## src/rtl/wb_store_buffer_ctrl.sv

```systemverilog
// ---------------------------------------------------------------------------
// wb_store_buffer_ctrl
//
// Store buffer that sits between the writeback stage's dcache write outputs
// and the dcache write port. Validated WB stores are queued in program order
// and drained one at a time under the dcache In_write_ready handshake. WB is
// only stalled when the queue is full or a drain (flush) is in progress.
// Loads are checked against pending stores on 8-byte granules.
//
// Ports
//   CLK             clock, all state updates on the rising edge
//   CLR             asynchronous active-high reset
//   SB_enq_v        validated store from WB
//   SB_enq_addr     store address
//   SB_enq_data     store data
//   SB_enq_size     store size (00 byte, 01 word, 10 dword, 11 qword)
//   In_write_ready  dcache accepts the presented write this cycle
//   LD_check_v      load lookup valid
//   LD_check_addr   load address
//   SB_flush_req    one-cycle pulse requesting a full drain
//   DC_write_req    head entry valid and presented to the dcache
//   DC_write_addr   head address (0 when empty)
//   DC_write_data   head data (0 when empty)
//   DC_write_size   head size (0 when empty)
//   sb_stall        WB must hold its store this cycle
//   sb_empty        no valid entries
//   ld_conflict     load overlaps a pending (or same-cycle accepted) store
//   sb_flush_done   one-cycle pulse when a requested drain completes
// ---------------------------------------------------------------------------
module wb_store_buffer_ctrl #(
    parameter int DEPTH = 4,
    parameter int PTR_W = 2
) (
    input  logic        CLK,
    input  logic        CLR,
    input  logic        SB_enq_v,
    input  logic [31:0] SB_enq_addr,
    input  logic [63:0] SB_enq_data,
    input  logic [1:0]  SB_enq_size,
    input  logic        In_write_ready,
    input  logic        LD_check_v,
    input  logic [31:0] LD_check_addr,
    input  logic        SB_flush_req,
    output logic        DC_write_req,
    output logic [31:0] DC_write_addr,
    output logic [63:0] DC_write_data,
    output logic [1:0]  DC_write_size,
    output logic        sb_stall,
    output logic        sb_empty,
    output logic        ld_conflict,
    output logic        sb_flush_done
);

    typedef enum logic [1:0] {
        ST_RUN   = 2'd0,
        ST_FLUSH = 2'd1,
        ST_DONE  = 2'd2
    } state_t;

    localparam logic [PTR_W:0]   LP_FULL_CNT = DEPTH[PTR_W:0];
    localparam logic [PTR_W:0]   LP_CNT_ONE  = {{PTR_W{1'b0}}, 1'b1};
    localparam logic [PTR_W-1:0] LP_PTR_ONE  = {{(PTR_W-1){1'b0}}, 1'b1};

    logic [31:0]    r_addr  [DEPTH];
    logic [63:0]    r_data  [DEPTH];
    logic [1:0]     r_size  [DEPTH];
    logic [DEPTH-1:0] r_valid;
    logic [PTR_W-1:0] r_head;
    logic [PTR_W-1:0] r_tail;
    logic [PTR_W:0]   r_count;
    state_t         r_state;
    state_t         w_state_next;

    logic w_full;
    logic w_empty;
    logic w_enq;
    logic w_deq;
    logic w_entry_hit;
    logic w_unused_low_bits;

    // Full and empty come straight from the registered count, so a dequeue
    // in the same cycle never frees a slot for an enqueue while full.
    assign w_full  = (r_count == LP_FULL_CNT);
    assign w_empty = (r_count == '0);

    assign w_enq = SB_enq_v & ~w_full & (r_state == ST_RUN);
    assign w_deq = ~w_empty & In_write_ready;

    // Queue storage and pointers. The pointers are exactly log2(DEPTH) bits
    // wide, so incrementing past DEPTH-1 wraps to 0 on its own. Enqueue and
    // dequeue never touch the same slot in one cycle: equal pointers with
    // entries present means full, which blocks the enqueue.
    always_ff @(posedge CLK or posedge CLR) begin
        if (CLR) begin
            r_head  <= '0;
            r_tail  <= '0;
            r_count <= '0;
            r_valid <= '0;
            for (int i = 0; i < DEPTH; i++) begin
                r_addr[i] <= '0;
                r_data[i] <= '0;
                r_size[i] <= '0;
            end
        end else begin
            if (w_deq) begin
                r_valid[r_head] <= 1'b0;
                r_head          <= r_head + LP_PTR_ONE;
            end
            if (w_enq) begin
                r_valid[r_tail] <= 1'b1;
                r_addr[r_tail]  <= SB_enq_addr;
                r_data[r_tail]  <= SB_enq_data;
                r_size[r_tail]  <= SB_enq_size;
                r_tail          <= r_tail + LP_PTR_ONE;
            end
            case ({w_enq, w_deq})
                2'b10:   r_count <= r_count + LP_CNT_ONE;
                2'b01:   r_count <= r_count - LP_CNT_ONE;
                default: r_count <= r_count;
            endcase
        end
    end

    // Flush FSM state register.
    always_ff @(posedge CLK or posedge CLR) begin
        if (CLR) begin
            r_state <= ST_RUN;
        end else begin
            r_state <= w_state_next;
        end
    end

    // Flush sequencing: a request moves to FLUSH, which blocks new stores
    // while the queue keeps draining; once empty, DONE lasts one cycle to
    // produce the completion pulse. Requests outside RUN are ignored.
    always_comb begin
        w_state_next  = r_state;
        sb_flush_done = 1'b0;
        case (r_state)
            ST_RUN: begin
                if (SB_flush_req) begin
                    w_state_next = ST_FLUSH;
                end
            end
            ST_FLUSH: begin
                if (w_empty) begin
                    w_state_next = ST_DONE;
                end
            end
            ST_DONE: begin
                sb_flush_done = 1'b1;
                w_state_next  = ST_RUN;
            end
            default: begin
                w_state_next = ST_RUN;
            end
        endcase
    end

    // Load conflict lookup on 8-byte granules. An entry being dequeued this
    // cycle is still valid here, and a store accepted this cycle is
    // matched directly from the enqueue inputs.
    always_comb begin
        w_entry_hit = 1'b0;
        for (int i = 0; i < DEPTH; i++) begin
            if (r_valid[i] && (r_addr[i][31:3] == LD_check_addr[31:3])) begin
                w_entry_hit = 1'b1;
            end
        end
    end

    assign ld_conflict = LD_check_v &
                         (w_entry_hit |
                          (w_enq & (SB_enq_addr[31:3] == LD_check_addr[31:3])));

    // The byte offset within a granule plays no part in conflict detection.
    assign w_unused_low_bits = &{1'b0, LD_check_addr[2:0]};

    // Head presentation is zeroed when empty, so reset clears it at once.
    assign DC_write_req  = ~w_empty;
    assign DC_write_addr = w_empty ? 32'd0 : r_addr[r_head];
    assign DC_write_data = w_empty ? 64'd0 : r_data[r_head];
    assign DC_write_size = w_empty ? 2'd0  : r_size[r_head];

    assign sb_stall = SB_enq_v & (w_full | (r_state != ST_RUN));
    assign sb_empty = w_empty;

endmodule

```

## config.mk

```make
export PLATFORM = sky130hd
export DESIGN_NAME = wb_store_buffer_ctrl
export DESIGN_NICKNAME = d
export VERILOG_FILES = /design/src/rtl/wb_store_buffer_ctrl.sv
export SDC_FILE = /design/constraint.sdc
export NUM_CORES = 1
export LEC_CHECK = 0
export CORE_ASPECT_RATIO = 1.5
export CORE_MARGIN = 1.5
export CORE_UTILIZATION = 30
export CTS_CLUSTER_SIZE = 24
export DETAILED_ROUTE_END_ITERATION = 10
export SLEW_MARGIN = 20
export SYNTH_ARGS = -nofsm -noshare
export SYNTH_HDL_FRONTEND = slang
export SYNTH_SLANG_ARGS = --single-unit
```

## constraint.sdc

```tcl
create_clock -name CLK -period 19.8 [get_ports CLK]
set_input_delay 3.96 -clock CLK [delete_from_list [all_inputs] [get_ports CLK]]
set_output_delay 3.96 -clock CLK [all_outputs]
set_load 0.005 [all_outputs]
```

==> results.sh <==
export IMPL_status="completed"
export IMPL_cts_buffer_depth=3
export IMPL_p_comb_share_pct=44.1
export IMPL_ctsHoldBuffers=0
export IMPL_synthAdderAreaFrac_pct=0.6616
export IMPL_final_nets=1697
export IMPL_relSlewSlack_pct=27.92
export IMPL_async_reset_ff_share_pct=100.0
export IMPL_synth_edf_count=0
export IMPL_finalCritPeriodShare_pct=54.94
export IMPL_synth_avg_cell_area_um2=14.76
export IMPL_insertion_delay_ps=570
export IMPL_seq_area_mm2=0.01014
export IMPL_cts_setup_buffers=0
export IMPL_num_fill_cells=6388
export IMPL_yosysMostFrequentCell="dfrtp_1"
export IMPL_period_needed_ps=10880
export IMPL_path_common_cell="clkdlybuf4s50_1"
export IMPL_synth_cell_types=36
export IMPL_ys_flop_type="dfrtp_1"
export IMPL_leakage_nw=10.30
export IMPL_final_cells=2461
export IMPL_cts_tree="yes"
export IMPL_internal_power_mw=2.926
export IMPL_root_buffer="clkbuf_16"
export IMPL_crit_type="in -> out"
export IMPL_ir_drop_uv=91.58
export IMPL_synth_xor_area_share_pct=6.379
export IMPL_ant_nets=0
export IMPL_final_hold_viol_count=0
export IMPL_finalSetupViolCount=0
export IMPL_setup_slack_ps=8923
export IMPL_via_per_inst=4.871
export IMPL_slew_violations=0
export IMPL_p_per_area_mw_per_mm2=172.5
export IMPL_vias=11987
export IMPL_antenna_found_initial=5
export IMPL_grt_pass1_wl_um=85860
export IMPL_synthCells=1358
export IMPL_stdcell_area_mm2=0.02461
export IMPL_multi_input_area_mm2=0.009339
export IMPL_die_area_mm2=0.06841
export IMPL_synth_top_family_by_area="multiplexers"
export IMPL_dp_cells=2382
export IMPL_cts_buffers=44
export IMPL_place_ws_ps=8867
export IMPL_grt_start_max_net_pins=121
export IMPL_synth_area_mux_share_pct=33.75
export IMPL_synth_simple_area_share_pct=5.380
export IMPL_finalSetupTns_ps=0
export IMPL_die_h_um=319.6
export IMPL_grt_ovfl_total=0
export IMPL_wl_per_cell_um=22.73
export IMPL_syn2layout_area_growth_pct=22.79
export IMPL_drt_iter0_markers=615
export IMPL_start_kind="input pin"
export IMPL_skew_ps=9.878
export IMPL_syn_nets=1504
export IMPL_post_route_cells_drive_above_1_share_pct=37.21
export IMPL_placed_cell_area_mm2=0.02311
export IMPL_synth_top_area_share_pct=50.56
export IMPL_crit_path_cell_trace="clkdlybuf4s50_1 > xor2_1 > nor4_1 > nand4_1 > or4_1 > a41oi_1 > clkdlybuf4s50_1"
export IMPL_hold_path_class="reg -> reg"
export IMPL_grt_pass1_vias=13378
export IMPL_worstMarginPinSlew_ps=1081
export IMPL_drc=0
export IMPL_ys_warn_count=0
export IMPL_drtPass1Iterations=6
export IMPL_drt_wl_total_um=55950
export IMPL_cp_required_ps=15840
export IMPL_gp_congestion=0.9746
export IMPL_port_buffers=235
export IMPL_clkTransAtPathRegs_ps=60
export IMPL_critical_path_arrival_ps=6920
export IMPL_synth_area_mm2=0.02005
export IMPL_power_mw=4.247
export IMPL_maxCapViolCount=0
export IMPL_ys_top_cells_by_area="dfrtp_1, mux2_2, mux4_2, xnor2_1, and2_1"
export IMPL_cts_sinks=405
export IMPL_power_frac_clock_pct=20.1
export IMPL_grtUsageTotal_pct=16.47
export IMPL_switching_share_pct=31.11
export IMPL_yosys_top_cells_count="dfrtp_1, mux2_2, xnor2_1"
export IMPL_synth_compound_area_share_pct=0.3870
export IMPL_dp_hpwl_um=36670
export IMPL_worstSetupEndpointType="output port"
export IMPL_slowest_stage="nor4_1"
export IMPL_htreeDepth=2
export IMPL_pwr_share_seq_pct=35.7
export IMPL_synth_seq_cells=405
export IMPL_core_area_mm2=0.06590
export IMPL_fmax_ghz=0.09193
export IMPL_seq_area_frac_synth_pct=50.56
export IMPL_initial_core_util_pct=30.42
export IMPL_p_sw_mw=1.321
export IMPL_ios=239
export IMPL_cts_resized_gates=0
export IMPL_rsz0062_at_grt="no"
export IMPL_rows=115
export IMPL_max_stage_delay_ps=790
export IMPL_yosysTopAreaCell="dfrtp_1"
export IMPL_cp_max_fo=5
export IMPL_die_w_um=214.1
## logic make-up (layout without fill, tap and decap cells)
| group | Yosys count | after routing |
|---|---|---|
| muxes | 491 | 491 |
| DFF | 405 | 405 |
| and+or+nand+nor | 177 | 177 |
| xor gates and xnor gates | 146 | 146 |
| buffers and inverters | 119 | 344 |
| adders and majority gates | 10 | 10 |
| AOI/OAI and AO/OA | 10 | 10 |
| other | 0 | 1 |
## routing by layer
layer	global-route usage (%)	share of wire [%]	vias up	routed length, um
met5	0	0.073	-	41
met4	7.590	4.5	8	2529
met3	3.871	5.0	111	2775
met2	28.57	51	288	28260
met1	19.21	40	6327	22340
li1	-	-	5253	-
## placed cells by master (no fill, tap or decap), types with 2 or more instances in the layout
master	count
nor4_1	13
nand2_4	4
buf_4	14
dfrtp_1	403
o21ai_0	2
mux4_2	98
nand2_1	15
inv_2	2
clkbuf_1	6
mux2_4	36
clkinv_2	7
nand2b_1	2
inv_1	12
mux2_2	356
bufinv_16	3
xnor2_1	121
xor2_1	25
buf_6	2
clkinvlp_4	2
nand3_1	7
ha_1	9
nor2_1	2
clkdlybuf4s50_1	235
clkbuf_16	45
dfrtp_4	2
and2_1	99
nand4_1	29
nor2b_1	3
clkbuf_8	14
## layout make-up
cell class	count	share of cell area (%)
flip-flops and latches	405	41.20
multi-input cells	834	37.94
repair buffers	251	10.07
clock buffers	65	5.449
well taps	877	4.458
clock inverters	13	0.6049
inverters	15	0.2592
diodes	1	0.01017
## stage by stage
stage / util (%) / hold slack (ps)
global route: 37.35 / 506.7
global placement: 35.08 / 469.2
CTS: 37.34 / 483.1
detailed placement: 35.08 / 466.3
floorplan: - / 444.0
finish: 37.35 / 480.3
## critical path, delay by kind of cell
kind | cells | cell delay (ps)
AND/OR/NAND/NOR | 3 | 1400
XOR/XNOR | 1 | 210
AO/OA/AOI/OAI | 1 | 240
buffers and inverters | 2 | 1110
## power groups by stage
stage          logic [mW]  clock network (mW)  registers (mW)
6_report             1.87               0.855            1.52
5_1_grt              2.02               0.918            1.57
4_1_cts              1.92               0.884            1.52
3_5_place_dp         1.91                   0            1.53
3_3_place_gp         1.89                   0            1.50
2_1_floorplan        1.21                   0            1.41
## registers in the layout, summed over array words and instances, names as in the netlist
name	cells
r_head	2
r_size	8
r_valid	4
r_tail	2
r_data	256
r_addr	128
r_count	3
r_state	2
## worst paths after layout
kind | start | end | slack, ps | cells past startpoint
hold reg to reg | r_valid[3]$_DFF_PP0_ | r_valid[3]$_DFF_PP0_ | 480 | 2
setup reg to reg | r_count[0]$_DFFE_PP0P_ | r_data[69]$_DFFE_PP0P_ | 16240 | 7
setup / recovery | LD_check_addr[29] | ld_conflict | 8920 | 7
min in group asynchronous | CLR | r_data[149]$_DFFE_PP0P_ | 3980 | 2
hold / removal | r_valid[3]$_DFF_PP0_ | r_valid[3]$_DFF_PP0_ | 480 | 2
max in group asynchronous | CLR | r_head[1]$_DFFE_PP0N_ | 13520 | 4
No activity file was read; power rests on OpenSTA's default activity.
